$ cat src/rtl/axi4lite_reg_bridge_if.sv
// AXI4-Lite slave channels plus the single-cycle register-core port, bundled as
// one interface. The bridge uses the slave modport; the bus or bench driving it uses master.
interface axi4lite_reg_bridge_if #(
    parameter int ADDR_W = 10
);
    logic [ADDR_W-1:0] iAWADDR;
    logic              iAWVALID;
    logic              oAWREADY;
    logic [31:0]       iWDATA;
    logic [3:0]        iWSTRB;
    logic              iWVALID;
    logic              oWREADY;
    logic [1:0]        oBRESP;
    logic              oBVALID;
    logic              iBREADY;
    logic [ADDR_W-1:0] iARADDR;
    logic              iARVALID;
    logic              oARREADY;
    logic [31:0]       oRDATA;
    logic [1:0]        oRRESP;
    logic              oRVALID;
    logic              iRREADY;
    logic [7:0]        oWADR;
    logic              oWR;
    logic [31:0]       oWDAT;
    logic [7:0]        oRADR;
    logic [31:0]       iRDAT;
    logic              iERR;

    modport slave (
        input  iAWADDR, iAWVALID, iWDATA, iWSTRB, iWVALID, iBREADY,
        input  iARADDR, iARVALID, iRREADY, iRDAT, iERR,
        output oAWREADY, oWREADY, oBRESP, oBVALID, oARREADY,
        output oRDATA, oRRESP, oRVALID, oWADR, oWR, oWDAT, oRADR
    );

    modport master (
        output iAWADDR, iAWVALID, iWDATA, iWSTRB, iWVALID, iBREADY,
        output iARADDR, iARVALID, iRREADY, iRDAT, iERR,
        input  oAWREADY, oWREADY, oBRESP, oBVALID, oARREADY,
        input  oRDATA, oRRESP, oRVALID, oWADR, oWR, oWDAT, oRADR
    );
endinterface

$ cat src/rtl/axi4lite_reg_bridge.sv
// AXI4-Lite to register-core bridge: one transaction at a time, reads and writes
// serialised with alternating priority because the core shares its address decode.
module axi4lite_reg_bridge #(
    parameter int ADDR_W = 10
) (
    input  logic                 iCLK,
    input  logic                 iRST,
    axi4lite_reg_bridge_if.slave bus
);
    localparam int IDX_W = ADDR_W - 2;
    localparam logic [1:0] RESP_OKAY   = 2'b00;
    localparam logic [1:0] RESP_SLVERR = 2'b10;

    typedef enum logic [2:0] {
        IDLE, WR_EXEC, WR_ERR, WR_RESP, RD_EXEC, RD_CAP, RD_RESP
    } state_t;

    state_t            state_q, state_d;
    logic              init_q, init_d;
    logic              prio_q, prio_d;        // 0: write preferred, 1: read preferred
    logic              aw_full_q, aw_full_d;
    logic [IDX_W-1:0]  aw_idx_q, aw_idx_d;
    logic              w_full_q, w_full_d;
    logic [31:0]       w_data_q, w_data_d;
    logic [3:0]        w_strb_q, w_strb_d;
    logic [7:0]        radr_q, radr_d;
    logic              wr_q, wr_d;
    logic              bvalid_q, bvalid_d;
    logic [1:0]        bresp_q, bresp_d;
    logic              rvalid_q, rvalid_d;
    logic [31:0]       rdata_q, rdata_d;
    logic [1:0]        rresp_q, rresp_d;

    logic              pending;
    logic              aw_ready, w_ready, ar_ready;
    logic              aw_hs, w_hs, ar_hs;
    logic [7:0]        wadr_ext, ar_word_ext;
    logic              unused_addr_lsbs;

    // Word indices are zero-extended to the core's 8-bit address space.
    generate
        for (genvar gi = 0; gi < 8; gi++) begin : g_zext
            if (gi < IDX_W) begin : g_bit
                assign wadr_ext[gi]    = aw_idx_q[gi];
                assign ar_word_ext[gi] = bus.iARADDR[gi+2];
            end else begin : g_zero
                assign wadr_ext[gi]    = 1'b0;
                assign ar_word_ext[gi] = 1'b0;
            end
        end
    endgenerate

    assign unused_addr_lsbs = ^{bus.iAWADDR[1:0], bus.iARADDR[1:0]};

    assign pending  = aw_full_q & w_full_q;
    assign aw_ready = init_q & ~aw_full_q;
    assign w_ready  = init_q & ~w_full_q;
    assign ar_ready = init_q & (state_q == IDLE) & (~pending | prio_q);
    assign aw_hs    = aw_ready & bus.iAWVALID;
    assign w_hs     = w_ready & bus.iWVALID;
    assign ar_hs    = ar_ready & bus.iARVALID;

    always_comb begin
        state_d   = state_q;
        init_d    = 1'b1;
        prio_d    = prio_q;
        aw_full_d = aw_full_q;
        aw_idx_d  = aw_idx_q;
        w_full_d  = w_full_q;
        w_data_d  = w_data_q;
        w_strb_d  = w_strb_q;
        radr_d    = radr_q;
        wr_d      = 1'b0;
        bvalid_d  = bvalid_q;
        bresp_d   = bresp_q;
        rvalid_d  = rvalid_q;
        rdata_d   = rdata_q;
        rresp_d   = rresp_q;

        // Holding registers fill in any state, so a new write can queue behind a stalled response.
        if (aw_hs) begin
            aw_full_d = 1'b1;
            aw_idx_d  = bus.iAWADDR[ADDR_W-1:2];
        end
        if (w_hs) begin
            w_full_d = 1'b1;
            w_data_d = bus.iWDATA;
            w_strb_d = bus.iWSTRB;
        end

        case (state_q)
            IDLE: begin
                if (ar_hs) begin
                    radr_d  = ar_word_ext;
                    state_d = RD_EXEC;
                end else if (pending && (!bus.iARVALID || !prio_q)) begin
                    if (w_strb_q == 4'hF) begin
                        wr_d    = 1'b1;
                        state_d = WR_EXEC;
                    end else begin
                        // The core has no byte lanes, so partial writes are refused outright.
                        aw_full_d = 1'b0;
                        w_full_d  = 1'b0;
                        bresp_d   = RESP_SLVERR;
                        bvalid_d  = 1'b1;
                        state_d   = WR_RESP;
                    end
                end
            end
            WR_EXEC: begin
                aw_full_d = 1'b0;
                w_full_d  = 1'b0;
                state_d   = WR_ERR;
            end
            WR_ERR: begin
                bresp_d  = bus.iERR ? RESP_SLVERR : RESP_OKAY;
                bvalid_d = 1'b1;
                state_d  = WR_RESP;
            end
            WR_RESP: begin
                if (bus.iBREADY) begin
                    bvalid_d = 1'b0;
                    prio_d   = 1'b1;
                    state_d  = IDLE;
                end
            end
            RD_EXEC: state_d = RD_CAP;
            RD_CAP: begin
                rdata_d  = bus.iRDAT;
                rresp_d  = RESP_OKAY;
                rvalid_d = 1'b1;
                state_d  = RD_RESP;
            end
            RD_RESP: begin
                if (bus.iRREADY) begin
                    rvalid_d = 1'b0;
                    prio_d   = 1'b0;
                    state_d  = IDLE;
                end
            end
            default: state_d = IDLE;
        endcase
    end

    always_ff @(posedge iCLK or posedge iRST) begin
        if (iRST) begin
            state_q   <= IDLE;
            init_q    <= 1'b0;
            prio_q    <= 1'b0;
            aw_full_q <= 1'b0;
            aw_idx_q  <= '0;
            w_full_q  <= 1'b0;
            w_data_q  <= '0;
            w_strb_q  <= '0;
            radr_q    <= '0;
            wr_q      <= 1'b0;
            bvalid_q  <= 1'b0;
            bresp_q   <= RESP_OKAY;
            rvalid_q  <= 1'b0;
            rdata_q   <= '0;
            rresp_q   <= RESP_OKAY;
        end else begin
            state_q   <= state_d;
            init_q    <= init_d;
            prio_q    <= prio_d;
            aw_full_q <= aw_full_d;
            aw_idx_q  <= aw_idx_d;
            w_full_q  <= w_full_d;
            w_data_q  <= w_data_d;
            w_strb_q  <= w_strb_d;
            radr_q    <= radr_d;
            wr_q      <= wr_d;
            bvalid_q  <= bvalid_d;
            bresp_q   <= bresp_d;
            rvalid_q  <= rvalid_d;
            rdata_q   <= rdata_d;
            rresp_q   <= rresp_d;
        end
    end

    assign bus.oAWREADY = aw_ready;
    assign bus.oWREADY  = w_ready;
    assign bus.oARREADY = ar_ready;
    assign bus.oBVALID  = bvalid_q;
    assign bus.oBRESP   = bresp_q;
    assign bus.oRVALID  = rvalid_q;
    assign bus.oRDATA   = rdata_q;
    assign bus.oRRESP   = rresp_q;
    assign bus.oWR      = wr_q;
    assign bus.oWADR    = wadr_ext;
    assign bus.oWDAT    = w_data_q;
    assign bus.oRADR    = radr_q;
endmodule

$ cat src/flat_wrapper.sv
// flat-port wrapper written by rule: the top's interface ports become plain ports
module axi4lite_reg_bridge_flat 
#(
    parameter int ADDR_W = 10
)
  (iCLK, iRST, bus_iAWADDR, bus_iAWVALID, bus_iWDATA, bus_iWSTRB, bus_iWVALID, bus_iBREADY, bus_iARADDR, bus_iARVALID, bus_iRREADY, bus_iRDAT, bus_iERR, bus_oAWREADY, bus_oWREADY, bus_oBRESP, bus_oBVALID, bus_oARREADY, bus_oRDATA, bus_oRRESP, bus_oRVALID, bus_oWADR, bus_oWR, bus_oWDAT, bus_oRADR);
  axi4lite_reg_bridge_if #(.ADDR_W(ADDR_W)) bus_i ();
  input  logic iCLK;
  input  logic iRST;
  input wire logic [$bits(bus_i.iAWADDR)-1:0] bus_iAWADDR;
  input wire logic [$bits(bus_i.iAWVALID)-1:0] bus_iAWVALID;
  input wire logic [$bits(bus_i.iWDATA)-1:0] bus_iWDATA;
  input wire logic [$bits(bus_i.iWSTRB)-1:0] bus_iWSTRB;
  input wire logic [$bits(bus_i.iWVALID)-1:0] bus_iWVALID;
  input wire logic [$bits(bus_i.iBREADY)-1:0] bus_iBREADY;
  input wire logic [$bits(bus_i.iARADDR)-1:0] bus_iARADDR;
  input wire logic [$bits(bus_i.iARVALID)-1:0] bus_iARVALID;
  input wire logic [$bits(bus_i.iRREADY)-1:0] bus_iRREADY;
  input wire logic [$bits(bus_i.iRDAT)-1:0] bus_iRDAT;
  input wire logic [$bits(bus_i.iERR)-1:0] bus_iERR;
  output wire logic [$bits(bus_i.oAWREADY)-1:0] bus_oAWREADY;
  output wire logic [$bits(bus_i.oWREADY)-1:0] bus_oWREADY;
  output wire logic [$bits(bus_i.oBRESP)-1:0] bus_oBRESP;
  output wire logic [$bits(bus_i.oBVALID)-1:0] bus_oBVALID;
  output wire logic [$bits(bus_i.oARREADY)-1:0] bus_oARREADY;
  output wire logic [$bits(bus_i.oRDATA)-1:0] bus_oRDATA;
  output wire logic [$bits(bus_i.oRRESP)-1:0] bus_oRRESP;
  output wire logic [$bits(bus_i.oRVALID)-1:0] bus_oRVALID;
  output wire logic [$bits(bus_i.oWADR)-1:0] bus_oWADR;
  output wire logic [$bits(bus_i.oWR)-1:0] bus_oWR;
  output wire logic [$bits(bus_i.oWDAT)-1:0] bus_oWDAT;
  output wire logic [$bits(bus_i.oRADR)-1:0] bus_oRADR;
  assign bus_i.iAWADDR = bus_iAWADDR;
  assign bus_i.iAWVALID = bus_iAWVALID;
  assign bus_i.iWDATA = bus_iWDATA;
  assign bus_i.iWSTRB = bus_iWSTRB;
  assign bus_i.iWVALID = bus_iWVALID;
  assign bus_i.iBREADY = bus_iBREADY;
  assign bus_i.iARADDR = bus_iARADDR;
  assign bus_i.iARVALID = bus_iARVALID;
  assign bus_i.iRREADY = bus_iRREADY;
  assign bus_i.iRDAT = bus_iRDAT;
  assign bus_i.iERR = bus_iERR;
  assign bus_oAWREADY = bus_i.oAWREADY;
  assign bus_oWREADY = bus_i.oWREADY;
  assign bus_oBRESP = bus_i.oBRESP;
  assign bus_oBVALID = bus_i.oBVALID;
  assign bus_oARREADY = bus_i.oARREADY;
  assign bus_oRDATA = bus_i.oRDATA;
  assign bus_oRRESP = bus_i.oRRESP;
  assign bus_oRVALID = bus_i.oRVALID;
  assign bus_oWADR = bus_i.oWADR;
  assign bus_oWR = bus_i.oWR;
  assign bus_oWDAT = bus_i.oWDAT;
  assign bus_oRADR = bus_i.oRADR;
  axi4lite_reg_bridge #(.ADDR_W(ADDR_W)) u_core (.iCLK(iCLK), .iRST(iRST), .bus(bus_i));
endmodule
$ cat config.mk
export PLATFORM = sky130hd
export DESIGN_NAME = axi4lite_reg_bridge_flat
export DESIGN_NICKNAME = d
export VERILOG_FILES = /design/src/rtl/axi4lite_reg_bridge_if.sv /design/src/rtl/axi4lite_reg_bridge.sv /design/src/flat_wrapper.sv
export SDC_FILE = /design/constraint.sdc
export NUM_CORES = 1
export LEC_CHECK = 0
export CORE_MARGIN = 2
export CORE_UTILIZATION = 40
export DETAILED_ROUTE_END_ITERATION = 7
export PLACE_DENSITY = 0.8
export SKIP_LAST_GASP = 1
export SYNTH_ARGS = -nofsm -noshare
export SYNTH_HDL_FRONTEND = slang
export SYNTH_SLANG_ARGS = --single-unit
$ cat constraint.sdc
create_clock -name iCLK -period 4.3 [get_ports iCLK]
set_clock_uncertainty 0.2 [all_clocks]
set_input_delay 0.86 -clock iCLK [delete_from_list [all_inputs] [get_ports iCLK]]
set_output_delay 0.86 -clock iCLK [all_outputs]
set_load 0.005 [all_outputs]
* After elaboration in Yosys (flattened, before gate mapping)
Cells that the tools add are included.
Operators by class: add/subtract/negate cells 0, multipliers 0, div/mod/pow operators 0, order comparisons 0, equality and inequality tests 13, shifts and indexed selects 0, muxes and demuxes 34, bitwise gates (word level) 12, reduce and logical (&&, ||, !) cells 15
Operators with widths (number):
- $pmux W3 S7 | 1
- $mux W1 | 18
- $mux W3 | 4
- $mux W2 | 5
- $ne A2 B2 Y1 const B | 5
- $eq A3 B3 Y1 const B | 3
- $and A1 B1 Y1 | 8
- $pmux W1 S2 | 4
- $eq A3 B2 Y1 const B | 2
- $reduce_and A3 Y1 | 2
- $reduce_bool A2 Y1 | 3
- $reduce_and A5 Y1 | 1
- $eq A4 B4 Y1 const B | 1
- $pmux W2 S2 | 1
- $reduce_and A2 Y1 | 2
- $reduce_and A4 Y1 | 1
- $eq A3 B1 Y1 const B | 1
- $logic_not A3 Y1 | 1
- $ne A3 B2 Y1 const B | 1
- $not A1 Y1 | 3
- $pmux W1 S3 | 1
- $reduce_bool A3 Y1 | 1
- $logic_not A1 Y1 | 2
- $logic_and A1 B1 Y1 | 1
- other kinds (2) | 2
Word-level totals: register bits after elaboration 96, bits in latches 0, memory bits (writable) 0, memory bits (read-only) 0, input port bits 96, output and inout port bits 90, logic and storage cells 88, memories kept 0

* Logic depth before layout (Yosys ltp)
Gate-level depths: netlist (run 1).
depth in word-level cells 8, gate-level depth with buffers 4, mapped depth without buffers 3

* Worst setup path after synthesis (run 1)
No wires, ideal clock.
path type register -> output, from register u_core.state_q[1], to output port bus_oARREADY, data arrival time 0.922 ns, data required time 3.240 ns, path slack 2.318 ns, cell stages (with the launch flop) 3, path buffers 0, path through dfrtp_1 nor4b_4 o21a_1
Between the ends: longest elaborated chain between the ends 3
Ends and longest elaborated chain:
- start: declaration | line axi4lite_reg_bridge.sv:18 | state_t state_q, state_d;
- start signal: assignment | line axi4lite_reg_bridge.sv:163 | state_q <= state_d;
- $logic_not A3 Y1 | line axi4lite_reg_bridge.sv:58 | assign ar_ready = init_q & (state_q == IDLE) & (~pending | prio_q);
- $and A1 B1 Y1 (2 in series) | line axi4lite_reg_bridge.sv:58
- end: declaration | line flat_wrapper.sv:25 | output wire logic [$bits(bus_i.oARREADY)-1:0] bus_oARREADY;
No other way between the ends.

* Final worst setup path (run 1)
Same ends and word-level chain as after synthesis.

==> summary.txt, run 1 <==
Clock network
  • # resized after CTS: 0
  • Clk slew on worst S/H paths: around 90 ps
  • Total CTS buffers: 9
  • Total clock sinks: 95
  • CTS root buffer: clkbuf_8
  • Hold Buf Count CTS: 0
  • Bufs on Longest Clock Path: 2
  • CTS tree: yes
  • Post-CTS setup buffers: 0
  • H-tree Lvls: 3
  • Skew-Pair Late Insertion Delay: 340 ps

Layout
  • Layout Area Growth over Synthesis: 54.5%
  • Fraction of layout cells with a size suffix above 1: 0.248
  • Finished Layout Cells: around 540
  • Post-layout util: 0.632
  • Antenna cells: 0
  • Final #Nets: between 500 and 600

STA
  • RSZ-0062 raised after global routing: no
  • Setup_tns: 0 ps
  • Slew Limit Fails: 0
  • FMAX: ~330 MHz
  • Crit share post-route: 0.715
  • Relative slew slack: 0.507
  • Hold_ws: 303 ps
  • Final min period: ~3000 ps
  • Final hold violations: 0
  • Setup violations, final: 0
  • Final worst slack: ~1200 ps
  • Slew @ Worst Pin: about 740 ps

Min path
  • Hold Crit Depth: 1
  • HP Start: u_core.bus.oRDATA[10]
  • Min-Delay Endpoint: u_core.bus.oRDATA[10]
  • Worst Hold Class: flop to flop

Logic synthesis
  • Top post-synthesis cells by count: 95 x dfrtp_1, 81 x mux2_2, 11 x a21oi_1, 6 x buf_6, 6 x nor2_1
  • Top post-synthesis cells by area: dfrtp_1 63%, mux2_2 24%, buf_6 1.8%
  • Avg Cell Area, Syn: 15.5 sq um
  • Asr flop ratio synth: 1.00
  • Cell variety after synth: 31
  • Post-synth EDFFs: 0
  • Mapped Area: about 0.0038 sq mm
  • Post-synth top area cell: dfrtp_1
  • Predominant post-synthesis flop cell: dfrtp_1
  • Synth Instances: roughly 240
  • Seq/Total Area, Yosys: 0.632
  • Most common cell in the netlist: dfrtp_1
  • Yosys warning count: 0
  • Synth Register Bits: 95
  • Area share of the largest cell type after synthesis: 0.632

Die
  • Initial Util: 0.409
  • Rows: 35
  • Die H: roughly 100 um
  • Core area: between 0.009 and 0.01 sq mm
  • Num ports: between 150 and 200
  • DIE AREA: 0.0102 sq mm
  • Die width: 101 um

Route
  • Number of detailed-route iterations in the first pass: 4
  • Via/cell ratio: ~5
  • DRC Markers: 0
  • WL/cell: around 15 um
  • Wirelength, routed: about 8200 um
  • Final ANT Viol Nets: 0
  • Initial DRC count: between 80 and 90
  • Via count: 2,640

Placement
  • RD Place Congestion: about 0.75
  • Placement Setup Slack: between 1500 and 2000 ps
  • Placed Instances: 523
  • PortBufs: ~180
  • Dpl hpwl: 6110 um

Setup path
  • CP endpoint kind: primary output
  • Crit Reg-Reg Endpoint: u_core.bus.oRDATA[11]
  • WP data arrival: 2020 ps
  • Max FO, Critical Path: 15
  • Reg2reg setup slack: about 2200 ps
  • RR Startpoint: u_core.state_q[2]
  • Slowest stage delay, CP: 560 ps
  • Kind of critical path: flop to primary output
  • Slowest-stage cell, CP: dfrtp_1
  • CP required: around 3200 ps
  • R2R depth: 3
  • Nature of the critical path startpoint: flop
  • Critical-path cell list: nor4b_4 > o21a_1 > clkdlybuf4s50_1

Global route
  • Antenna violations before repair: 0
  • Gr ovfl total: 0
  • Tot GR Track Use: 0.160
  • Global-route wire length before repair: between 10,000 and 15,000 um
  • Largest net degree at the start of global routing: between 50 and 60
  • Vias in the first global route: roughly 2,700

Flow run
  • Max cap viols: 0

Power
  • LEAKAGE: approximately 2.4 nW
  • Peak VDD IR: about 0.29 mV
  • Pwr Density: ~640 mW/mm^2

Status
  • Status: finished, final reports clean
-- power breakdown --
part           internal, mW  switching [mW]
logic                  1.10           0.443
clock network         0.302           0.299
registers              1.33           0.272
-- worst max path at each step --
stage                      startpoint               end  slack [ps]  cells past startpoint
global route        u_core.state_q[1]      bus_oARREADY        1100                      3
finish              u_core.state_q[1]      bus_oARREADY        1220                      3
detailed placement  u_core.state_q[1]      bus_oARREADY        1610                      3
CTS                 u_core.state_q[1]      bus_oARREADY        1210                      3
floorplan                        iRST  u_core.aw_full_q         760                      1
global placement    u_core.state_q[1]      bus_oARREADY        1660                      3
-- cell families (layout without fill, tap and decap cells) --
group                  count (synthesis)  count (layout)  synth area share
buffers and inverters                 14             198            0.0296
AOI/OAI and AO/OA                     20              20            0.0362
and+or+nand+nor                       27              27            0.0489
muxes                                 84              84             0.251
DFF                                   95              95             0.632
other                                  2               4           0.00200
-- through the flow --
step           power, mW  instance area, sq um
2_1_floorplan       2.18                  3770
3_3_place_gp        3.12                  5600
3_5_place_dp        3.19                  5600
6_report            3.74                  5810
4_1_cts             3.81                  5810
5_1_grt             3.99                  5810
-- per-layer routing --
metal | global-route usage | share of wire | wire, um | vias to the layer above
li1 | - | - | - | 1217
met1 | 0.195 | 0.40 | 3310 | 1297
met2 | 0.266 | 0.50 | 4110 | 116
met3 | 0.0520 | 0.087 | 718 | 10
met4 | 0.0613 | 0.0090 | 74 | 0
met5 | 0 | 0 | 0 | -
-- critical path, delay by kind of cell, from the launching register on --
kind	cells	cell delay [ps]
and+or+nand+nor	1	430
buffers and inverters	1	510
AOI/OAI and AO/OA	1	170
DFF	1	560
-- state kept, by name, summed over array words and instances (netlist names) --
| register | count |
|---|---|
| u_core.w_strb_q | 4 |
| u_core.bus.oBRESP | 1 |
| u_core.bus.oWADR | 8 |
| u_core.aw_full_q | 1 |
| u_core.bus.oBVALID | 1 |
| u_core.bus.oWR | 1 |
| u_core.bus.oRDATA | 32 |
| u_core.bus.oWDAT | 32 |
| u_core.state_q | 3 |
| u_core.w_full_q | 1 |
| u_core.prio_q | 1 |
| u_core.bus.oRVALID | 1 |
| u_core.init_q | 1 |
| u_core.bus.oRADR | 8 |
-- cell type report --
type,count,area [sq um]
clock buffer,12,155
fill,733,3380
timing repair buffer,180,1800
multi-input combinational,135,1280
clock inverter,4,53.8
sequential,95,2380
tap,111,139
inverter,2,10.0
-- cells in the final DEF (no fill, tap or decap) --
cell type	n
clkbuf_8	11
nand4b_1	1
nand3_1	1
dfrtp_1	95
nand2_4	2
o211ai_4	1
clkbuf_1	1
inv_1	1
bufinv_16	1
nor2b_4	1
a41o_1	1
or4b_1	1
mux2_1	3
nand2_1	4
nor2b_1	2
nor2_1	6
inv_4	1
clkinvlp_4	2
o211a_1	1
nor4b_4	1
a311oi_1	1
clkdlybuf4s50_1	178
nand2_2	2
nand2b_1	1
clkinv_4	1
a21oi_1	11
mux2_2	81
o21a_1	1
nor3_1	1
conb_1	4
a221oi_1	1
nand4_1	3
o21ai_0	3
nand3b_1	1
buf_4	2
Power figures use the tool's default switching activity.
==> inputs of run 2 (changes only) <==
CORE_UTILIZATION = 36   (was 40)
PLACE_DENSITY = 0.76   (was 0.8)
clock period = 2.6 ns   (was 4.3 ns; I/O delays follow)
==> summary.txt, run 2 (synthesis gave the netlist of run 1 again) <==
Route
  • Number of detailed-route iterations in the first pass: 3
  • Via count: between 2,000 and 3,000
  • Final ANT Viol Nets: 0
  • WL/cell: approximately 15 um
  • DRC Markers: 0
  • Initial DRC count: between 70 and 80
  • Wirelength, routed: roughly 8500 um
  • Via/cell ratio: about 4.6

Layout
  • Reg area: 0.00238 sq mm
  • Most frequent cells in the layout: 178 x clkdlybuf4s50_1, 95 x dfrtp_1, 81 x mux2_2
  • Antenna cells: 0
  • Most common cell after layout, fill and taps aside: clkdlybuf4s50_1
  • Layout Area Growth over Synthesis: 56.3%
  • Final #Nets: between 500 and 600
  • Post-layout util: 0.575
  • Finished Layout Cells: between 500 and 600
  • Fraction of layout cells with a size suffix above 1: 0.251
  • # fillers: ~860
  • Area of the multi-input gates: 0.00128 sq mm

Clock network
  • Total CTS buffers: 9
  • Post-CTS setup buffers: 0
  • Clk slew on worst S/H paths: 90 ps
  • H-tree Lvls: 3
  • # resized after CTS: 0
  • CTS tree: yes
  • Bufs on Longest Clock Path: 2
  • Hold Buf Count CTS: 0
  • Total clock sinks: 95
  • CTS root buffer: clkbuf_8
  • Skew-Pair Late Insertion Delay: approximately 340 ps

STA
  • Final worst slack: approximately 140 ps
  • Crit share post-route: 0.944
  • FMAX: 407 MHz
  • Slew @ Worst Pin: ~740 ps
  • Setup violations, final: 0
  • Final min period: around 2500 ps
  • Setup_tns: 0 ps
  • RSZ-0062 raised after global routing: no
  • Slew Limit Fails: 0
  • Relative slew slack: 0.505
  • Final hold violations: 0

Die
  • Die H: 106 um
  • Num ports: about 190
  • DIE AREA: between 0.01 and 0.015 sq mm
  • Rows: 37
  • Core area: just over 0.01 sq mm
  • Initial Util: 0.368
  • Die width: around 110 um

Setup path
  • CP endpoint kind: primary output
  • Slowest-stage cell, CP: clkdlybuf4s50_1
  • Max FO, Critical Path: 2
  • Slowest stage delay, CP: around 510 ps
  • Kind of critical path: flop to primary output
  • CP required: 1880 ps
  • Critical-path cell list: nor4b_4 > o21a_1 > clkdlybuf4s50_1
  • WP data arrival: around 1700 ps
  • Nature of the critical path startpoint: flop

Global route
  • Tot GR Track Use: 0.150
  • Largest net degree at the start of global routing: 57
  • Vias in the first global route: 2,735
  • Global-route wire length before repair: 13,400 um
  • Gr ovfl total: 0
  • Antenna violations before repair: 0

Status
  • Status: finished, final reports clean

Placement
  • Placement Setup Slack: between 400 and 500 ps
  • Placed Instances: approximately 550
  • PortBufs: 178
  • RD Place Congestion: between 0.7 and 0.8
  • Dpl hpwl: approximately 6300 um

Flow run
  • Max cap viols: 0

Power
  • LEAKAGE: between 2 and 2.5 nW
  • Pwr Density: about 1100 mW/mm^2
  • Final Power: 6.25 mW
  • Peak VDD IR: roughly 0.44 mV

Min path
  • Worst Hold Class: flop to flop
## run 2: cell count changes in the layout (fill, tap and decap cells not counted), sizes merged
cell	delta
buf	+4
bufinv	+1
clkbuf	-2
inv	-1
## run 2: final timing paths
kind / from / to / slack (ps) / depth (start not counted)
max in group asynchronous: iRST / u_core.bus.oRDATA[26] / 1370 / 3
worst max-delay path: u_core.state_q[2] / bus_oARREADY / 140 / 3
worst min register to register: u_core.bus.oRDATA[10] / u_core.bus.oRDATA[10] / 300 / 1
worst max register to register: u_core.state_q[2] / u_core.bus.oRDATA[11] / 530 / 4
worst min-delay path: u_core.bus.oRDATA[10] / u_core.bus.oRDATA[10] / 300 / 1
min in group asynchronous: iRST / u_core.bus.oWDAT[22] / 390 / 3
## run 2: metal layers
metal / GRT usage / vias up / share of wire
li1: - / 1215 / -
met1: 0.182 / 1268 / 0.40
met2: 0.250 / 109 / 0.49
met3: 0.0429 / 15 / 0.081
met4: 0.0658 / 0 / 0.021
met5: 0 / - / 0
## run 2: metrics by stage
step           hold WS (ps)  cell area (sq um)
3_5_place_dp            288               5670
3_3_place_gp            274               5670
5_1_grt                 323               5880
2_1_floorplan           279               3770
4_1_cts                 308               5870
6_report                301               5880
## run 2: worst max-delay path: cells and delay by family (launching register included)
family	cells	cell delay [ps]
simple gates	1	310
compound gates	1	160
flops	1	410
buf+inv	1	510
## run 2: cell type report
| type | count | area share |
|---|---|---|
| clock buffers | 10 | 0.0217 |
| clock inverters | 4 | 0.0123 |
| inverters | 2 | 0.00192 |
| multi-input cells | 135 | 0.218 |
| flip-flops and latches | 95 | 0.404 |
| well taps | 136 | 0.0289 |
| repair buffers | 184 | 0.313 |
## run 2: report_power, final
part | leakage, nW | switching (mW) | internal (mW)
Clock | 0.0982 | 0.475 | 0.530
Combinational | 1.23 | 0.787 | 1.85
Sequential | 1.12 | 0.406 | 2.20
==> inputs of run 3 (changes only) <==
CTS_CLUSTER_SIZE = 25   (was default)
==> results of run 3 <==
Same layout as run 2: the final DEF is identical, and so are final timing and power.
